--- config.mk ---
export PLATFORM = sky130hd
export DESIGN_NAME = ksa
export DESIGN_NICKNAME = d
export VERILOG_FILES = /design/src/rtl/ksa_pkg.sv /design/src/rtl/ksa_keysel.sv /design/src/rtl/ksa.sv
export SDC_FILE = /design/constraint.sdc
export NUM_CORES = 1
export LEC_CHECK = 0
export CORE_MARGIN = 3
export CORE_UTILIZATION = 50
export CTS_BUF_LIST = sky130_fd_sc_hd__clkbuf_16
export CTS_CLUSTER_DIAMETER = 30
export DETAILED_ROUTE_END_ITERATION = 6
export GPL_ROUTABILITY_DRIVEN = 0
export MAX_ROUTING_LAYER = met4
export PLACE_DENSITY = 0.81
export SLEW_MARGIN = 40
export SYNTH_ARGS = -nofsm -noshare
export SYNTH_HDL_FRONTEND = slang
export SYNTH_SLANG_ARGS = --single-unit
--- constraint.sdc ---
create_clock -name clk -period 4.39 [get_ports clk]
set_input_delay 0.878 -clock clk [delete_from_list [all_inputs] [get_ports clk]]
set_output_delay 0.878 -clock clk [all_outputs]
set_load 0.05 [all_outputs]
--- src/rtl/ksa_pkg.sv ---
// Shared types and constants for the RC4 key-scheduling stage (ksa).
package ksa_pkg;

    typedef enum logic [2:0] {
        IDLE,
        RDI,
        LDI,
        RDJ,
        LDJ,
        WRI,
        WRJ
    } state_e;

    localparam int DEFAULT_KEY_BYTES = 3;
    localparam int DEFAULT_MEM_DEPTH = 256;

    // Cycles from presenting addr (wren=0) to rddata being valid.
    localparam int RD_LATENCY = 1;

endpackage

--- src/rtl/ksa_keysel.sv ---
// Key-byte selector for ksa: latches the key and walks its bytes
// MSB-first with a mod-KEY_BYTES counter that advances once per iteration.
module ksa_keysel
    import ksa_pkg::*;
#(
    parameter int KEY_BYTES = DEFAULT_KEY_BYTES
) (
    input  logic                   clk,
    input  logic                   rst,
    input  logic                   clr,
    input  logic                   adv,
    input  logic [8*KEY_BYTES-1:0] key,
    output logic [7:0]             keybyte
);

    localparam int IDX_W = (KEY_BYTES > 1) ? $clog2(KEY_BYTES) : 1;
    localparam logic [IDX_W-1:0] LAST_IDX = IDX_W'(KEY_BYTES - 1);

    logic [IDX_W-1:0]       idx_q, idx_d;
    logic [8*KEY_BYTES-1:0] key_q, key_d;

    always_comb begin
        idx_d = idx_q;
        key_d = key_q;
        if (clr) begin
            idx_d = '0;
            key_d = key;
        end else if (adv) begin
            idx_d = (idx_q == LAST_IDX) ? '0 : idx_q + IDX_W'(1);
        end
    end

    always_ff @(posedge clk) begin
        if (rst) begin
            idx_q <= '0;
            key_q <= '0;
        end else begin
            idx_q <= idx_d;
            key_q <= key_d;
        end
    end

    // Byte 0 sits in the most significant position of the key.
    always_comb begin
        keybyte = '0;
        for (int b = 0; b < KEY_BYTES; b++) begin
            if (idx_q == IDX_W'(b)) begin
                keybyte = key_q[8*(KEY_BYTES-1-b) +: 8];
            end
        end
    end

endmodule

--- src/rtl/ksa.sv ---
// RC4 key-scheduling stage: permutes the shared 256x8 S RAM in place.
// Optional build macro KSA_SKIP_SELF_SWAP_EN skips both writes when j==i.
module ksa
    import ksa_pkg::*;
#(
    parameter int KEY_BYTES = DEFAULT_KEY_BYTES,
    parameter int MEM_DEPTH = DEFAULT_MEM_DEPTH
) (
    input  logic                   clk,
    input  logic                   rst,
    input  logic                   en,
    output logic                   rdy,
    input  logic [8*KEY_BYTES-1:0] key,
    output logic [7:0]             addr,
    input  logic [7:0]             rddata,
    output logic [7:0]             wrdata,
    output logic                   wren
);

    if (MEM_DEPTH != 256 || RD_LATENCY != 1) begin : gBadConfig
        $error("ksa: MEM_DEPTH must be 256 and RAM read latency must be 1");
    end

    localparam logic [7:0] LAST_I = 8'(MEM_DEPTH - 1);

    state_e     state_q, state_d;
    logic [7:0] i_q, i_d;
    logic [7:0] j_q, j_d;
    logic [7:0] si_q, si_d;
    logic [7:0] addr_q, addr_d;
    logic [7:0] wrdata_q, wrdata_d;
    logic       wren_q, wren_d;

    logic       keyClr;
    logic       keyAdv;
    logic [7:0] keybyte;
    logic [7:0] jNext;
    logic       endIter;

    ksa_keysel #(
        .KEY_BYTES(KEY_BYTES)
    ) u_keysel (
        .clk    (clk),
        .rst    (rst),
        .clr    (keyClr),
        .adv    (keyAdv),
        .key    (key),
        .keybyte(keybyte)
    );

    assign jNext = j_q + rddata + keybyte;

    // Outputs are registered: each state's addr/wrdata/wren are set up on
    // the edge that enters it, so the RAM sees them for that whole cycle.
    always_comb begin
        state_d  = state_q;
        i_d      = i_q;
        j_d      = j_q;
        si_d     = si_q;
        addr_d   = addr_q;
        wrdata_d = wrdata_q;
        wren_d   = 1'b0;
        keyClr   = 1'b0;
        keyAdv   = 1'b0;
        endIter  = 1'b0;

        case (state_q)
            IDLE: begin
                if (en) begin
                    keyClr  = 1'b1;
                    i_d     = '0;
                    j_d     = '0;
                    addr_d  = '0;
                    state_d = RDI;
                end
            end
            RDI: state_d = LDI;
            LDI: begin
                si_d    = rddata;
                j_d     = jNext;
                addr_d  = jNext;
                state_d = RDJ;
            end
            RDJ: state_d = LDJ;
            LDJ: begin
`ifdef KSA_SKIP_SELF_SWAP_EN
                if (j_q == i_q) begin
                    endIter = 1'b1;
                end else begin
                    wrdata_d = rddata;
                    addr_d   = i_q;
                    wren_d   = 1'b1;
                    state_d  = WRI;
                end
`else
                wrdata_d = rddata;
                addr_d   = i_q;
                wren_d   = 1'b1;
                state_d  = WRI;
`endif
            end
            WRI: begin
                wrdata_d = si_q;
                addr_d   = j_q;
                wren_d   = 1'b1;
                state_d  = WRJ;
            end
            WRJ: endIter = 1'b1;
            default: state_d = IDLE;
        endcase

        if (endIter) begin
            keyAdv = 1'b1;
            if (i_q == LAST_I) begin
                state_d = IDLE;
            end else begin
                i_d     = i_q + 8'd1;
                addr_d  = i_q + 8'd1;
                state_d = RDI;
            end
        end
    end

    always_ff @(posedge clk) begin
        if (rst) begin
            state_q  <= IDLE;
            i_q      <= '0;
            j_q      <= '0;
            si_q     <= '0;
            addr_q   <= '0;
            wrdata_q <= '0;
            wren_q   <= 1'b0;
        end else begin
            state_q  <= state_d;
            i_q      <= i_d;
            j_q      <= j_d;
            si_q     <= si_d;
            addr_q   <= addr_d;
            wrdata_q <= wrdata_d;
            wren_q   <= wren_d;
        end
    end

    assign rdy    = (state_q == IDLE);
    assign addr   = addr_q;
    assign wrdata = wrdata_q;
    assign wren   = wren_q;

endmodule

# --- Word level (Yosys, flattened, before mapping) ---
# Cells that the tools add are included.
# Widths: inputs -> output; s select.
totals:
  output_inout_bits: 18
  ff_bits: 70
op_classes:
  addsub: 4
  n_mux: 24
  n_eq_ne: 12
  n_reduce_logical: 8
op_table:
  columns: ["cell", "n"]
  rows:
  - ["$mux 8", 11]
  - ["$pmux 8 s2", 2]
  - ["$pmux 8 s4", 1]
  - ["$pmux 3 s7", 1]
  - ["$add 8x8->8", 2]
  - ["$eq 3x3->1 const B", 3]
  - ["$add 8x1->8 const B", 1]
  - ["$eq 8x8->1 const B", 1]
  - ["$eq 3x2->1 const B", 2]
  - ["$mux 1", 6]
  - ["$mux 3", 2]
  - ["$ne 2x2->1 const B", 2]
  - ["$reduce_and 2->1", 2]
  - ["$reduce_bool 2->1", 2]
  - ["$reduce_or 2->1", 2]
  - ["$eq 3x1->1 const B", 1]
  - ["$logic_not 3->1", 1]
  - ["$ne 3x2->1 const B", 1]
  - ["$add 2x1->2 const B", 1]
  - ["$eq 2x1->1 const B", 1]
  - ["$eq 2x2->1 const B", 1]
  - ["$logic_not 2->1", 1]
  - ["$mux 2", 1]

# --- Depth between registers and ports, before layout ---
depth:
  ltp_word: 8
  depth_mapped: 13
  depth_no_buf: 12

# --- Cells and area by module ---
# From an unflattened synthesis, not the netlist that was laid out.
unflattened:
  cells_unflattened: 388
  area_unflattened_um2: 3679.8
modules_own_cells:
  columns: ["module", "area_per_inst_um2", "seq_area_each_um2", "cells_each", "n_inst"]
  rows:
  - ["ksa", 2558.7, 880.8, 282, 1]
  - ["ksa_keysel", 1121.1, 520.5, 106, 1]

# --- Least setup slack after synthesis ---
# Ideal clock, no wire load.
synth_path:
  path_kind: "reg-to-reg"
  from: "register u_keysel.idx_q[0]"
  to: "register addr_q[7] (netlist: addr[7])"
  path_buffers: 1
  path_stages_with_launch: 13
  period_less_slack_ps: 2917
  path_slack_ps: 1473
  t_arrival_ps: 2779
  path_cell_list: "dfxtp_1 -> buf_1 -> mux2i_1 -> o21ai_0 -> fa_1 -> ha_1 -> inv_1 -> fa_1 -> nor2b_1 -> o31ai_1 -> and3_1 -> mux2i_1 -> a221oi_2"
synth_between:
  elab_chain_len: 8
  elab_cells_between_ends: 10
  cone_classes: "add/sub: 1; eq/ne: 2; mux: 6; reduce/logical: 1"
synth_rtl:
  columns: ["element", "line", "text"]
  rows:
  - ["from (decl)", "ksa_keysel.sv:19", "logic [IDX_W-1:0] idx_q, idx_d;"]
  - ["from (signal assigned)", "ksa_keysel.sv:38", "idx_q <= idx_d;"]
  - ["$logic_not 2->1", "ksa_keysel.sv:47", "if (idx_q == IDX_W'(b)) begin"]
  - ["$mux 8 (2 in series)", "ksa_keysel.sv:47", null]
  - ["$mux 8 *", "ksa_keysel.sv:47", null]
  - ["$add 8x8->8 *", "ksa.sv:51", "assign jNext = j_q + rddata + keybyte;"]
  - ["$pmux 8 s4 *", "ksa.sv:67", "case (state_q)"]
  - ["$mux 8", "ksa.sv:114", "if (i_q == LAST_I) begin"]
  - ["$mux 8 *", "ksa.sv:112", "if (endIter) begin"]
  - ["to (signal assigned)", "ksa.sv:138", "addr_q <= addr_d;"]
  - ["to (decl)", "ksa.sv:30", "logic [7:0] addr_q, addr_d;"]
# Mark *: on every way between the ends. The rest lies on a longest branch, timed or not.
# A chain may end at the register's enable or synchronous reset.

# --- Worst setup path in the final report ---
layout_path:
  from: "register u_keysel.idx_q[1]"
  to: "register addr_q[6] (netlist: addr[6])"
# The elaborated chain is that of the path after synthesis.

==> results.tsv <==
stage	metric	value	unit
layout	Inserted Diodes	0	
layout	Final nets	512	
sta	Tmin final	3.58	ns
synthesis	flop and latch count out of synthesis	70	
global_route	global routing's busiest layer	met2	
synthesis	Cells after Synth	422	
synthesis	count leader, synth	nand2_1	
job	# Max-Cap Violations	0	
routing	initial drt markers	193	
synthesis	ys async rst share	0	%
global_route	initial antenna violation count	0	
clock_tree	postcts setup bufs	0	
synthesis	syn_nets	472	
clock_tree	post-CTS sizing	0	
floorplanning	die span in x	91.0	um
synthesis	synthesized area	0.00361	mm2
synthesis	syn_area_per_cell	8.55	um2
floorplanning	Die Height	91.0	um
sta	clk_skew	0.00548	ns
global_route	routing usage on met1	28.7	%
routing	vias per inst	5.86	
synthesis	Top FF cell, synth	dfxtp_1	
global_route	vias in the first global route	3135	
clock_tree	clock latency on the worst-skew pair	0.33	ns
power	Peak VDD IR	0.000215	V
synthesis	Post-synth top cells	nand2_1 (87), dfxtp_1 (70), a21oi_1 (55), nor2_1 (28), mux2i_1 (22)	
floorplanning	initial cell density of the core	52.2	%
sta	max-slew violations	0	
global_route	first-pass GRT wire length	15.1	mm
routing	router iterations before antenna repair	5	
clock_tree	Hold-fix buffers, CTS	0	
critical_path	Setup crit end kind	register	
sta	fmax	0.279	GHz
sta	hold slack	0.456	ns
critical_path	startpoint types	register	
placed_design	dpl hpwl	6.10	mm
critical_path	R2R Setup Slk	0.81	ns
layout	Layout area overhead	24.0	%
sta	Sum Neg Setup Slack	0	ns
sta	worst-margin pin slew	0.678	ns
sta	post-route clock period utilization	81.6	%
critical_path	Worst Path Arrival	3.78	ns
run_status	status	complete, no violations	
synthesis	top post-synthesis cells by area	dfxtp_1 (39%), nand2_1 (9.0%), a21oi_1 (7.6%), mux2i_1 (6.1%), fa_1 (4.4%)	
floorplanning	# IOs	53	
global_route	GRT Util Overall	23.1	%
sta	RSZ-0062 raised after global routing	no	
critical_path	CP Data Required Time	4.59	ns
global_route	GR Layer Usage met2	38.1	%
layout	layout cells sized above 1	8.57	%
clock_tree	CTS tree	yes	
synthesis	Netlist cell types	56	
placed_design	number of buffers inserted by port buffering	52	
critical_path	critical path type	reg2reg	
synthesis	Post-synth EDFFs	0	
sta	slew margin rel.	54.5	%
synthesis	Ys Warns	0	
global_route	aggregate global routing overflow	0	
floorplanning	core box area	0.00691	mm2
critical_path	CP max FO	12	
sta	Fin. Hold Viols	0	
clock_tree	clock slew at reported path FFs	0.06	ns
routing	DRC	0	
clock_tree	Longest Clk Path Bufs	2	
power	Static Leak	0.00159	uW
global_route	met3 Resource Use GR	4.14	%
sta	final setup vio count	0	
clock_tree	number of CTS-inserted buffers	9	
floorplanning	row count	30	
clock_tree	H-Tree Depth	3	
routing	Wirelength per Cell	16.3	um
routing	post-route ant nets	0	
worst_hold_path	HP Class	reg2reg	
synthesis	Synth area leader	dfxtp_1	
floorplanning	die area	0.00827	mm2
clock_tree	root buffer cell	clkbuf_16	
synthesis	sequential cell area fraction in the yosys report	38.8	%
global_route	largest net degree at the start of global routing	49	
routing	vias after detailed routing	3299	
power	Power Dens Cells	406	mW/mm2
clock_tree	CTS sink cnt	70	
synthesis	Yosys top cell area share	38.8	%
routing	Post-Route WL	9.16	mm
==> power breakdown <==
part           internal [uW]  total (uW)  leakage (uW)  switching, uW
sequential               671         697      0.000569           26.6
combinational            127         309      0.000861            182
clock                    506         809      0.000162            303
==> area by class of cell <==
type | instances | area [um2]
repair buffers | 57 | 559
well taps | 96 | 120
flip-flops and latches | 70 | 1400
inverters | 8 | 30.0
clock buffers | 9 | 225
clock inverters | 7 | 106
multi-input cells | 316 | 2030
fillers | 594 | 2430
==> logic make-up after synthesis <==
kind of cell / count (synthesis) / share of synthesized area, %
simple gates: 154 / 19.6
compound gates: 111 / 20.0
flops: 70 / 38.8
buf+inv: 36 / 4.92
mux: 27 / 7.66
fa+ha+maj: 15 / 6.87
xor+xnor: 9 / 2.18
==> stage by stage <==
step / power, uW / worst slack (ns) / instances / area [um2] / util (%)
after floorplan: 912 / 1.47 / 422 / 3610 / -
after global placement: 999 / 1.03 / 546 / 4130 / 59.7
after detailed placement: 1010 / 0.949 / 546 / 4130 / 59.7
after CTS: 1810 / 0.899 / 562 / 4460 / 64.5
after global routing: 1870 / 0.688 / 563 / 4470 / 64.8
final: 1810 / 0.806 / 563 / 4470 / 64.8
==> routing by layer <==
| metal | vias to the layer above | wire [um] | part of all wire [%] |
|---|---|---|---|
| met5 | - | 0 | 0 |
| met4 | 0 | 119 | 1.3 |
| met3 | 16 | 582 | 6.4 |
| met2 | 136 | 4630 | 51 |
| met1 | 1585 | 3830 | 42 |
| li1 | 1562 | - | - |
==> worst max-delay path: stages, from the launching register on <==
cell	delay, ns
dfxtp_1	0.56
nor2b_1	0.55
nand2_1	0.13
o21ai_0	0.23
fa_1	0.53
ha_1	0.31
a21o_1	0.20
a21oi_1	0.33
nor2_1	0.13
a211oi_1	0.36
a221oi_1	0.13
==> flip-flops by register name (all words and copies together) (netlist names) <==
| signal | flops |
|---|---|
| i_q | 8 |
| addr | 8 |
| j_q | 8 |
| wrdata | 8 |
| state_q | 3 |
| u_keysel.key_q | 24 |
| u_keysel.idx_q | 2 |
| wren | 1 |
| si_q | 8 |
==> placed cells by master (no fill, tap or decap), types with 3 or more instances in the layout <==
cell             count
fa_1                 8
nand2_1             86
buf_4                5
or3_1                3
a221oi_2             3
clkdlybuf4s50_1     51
mux2_2               5
o21ai_0             12
nor2_1              28
dfxtp_1             70
clkinv_4             3
a21oi_1             55
nand3_1              4
xnor2_1              7
nor3_1               5
ha_1                 7
clkbuf_16            9
a221oi_1             3
nand2b_1             3
nor2b_1              3
inv_1                8
nand3b_1             5
nor4_1               3
and3_1               4
mux2i_1             22
a211oi_1            13
==> worst paths after layout <==
kind                                          from                 end  depth (start not counted)
worst max-delay path             u_keysel.idx_q[1]             addr[6]                         10
worst min-delay path            u_keysel.key_q[16]  u_keysel.key_q[16]                          2
worst max register to register   u_keysel.idx_q[1]             addr[6]                         10
worst min register to register  u_keysel.key_q[16]  u_keysel.key_q[16]                          2
No activity file was read; power rests on OpenSTA's default activity.
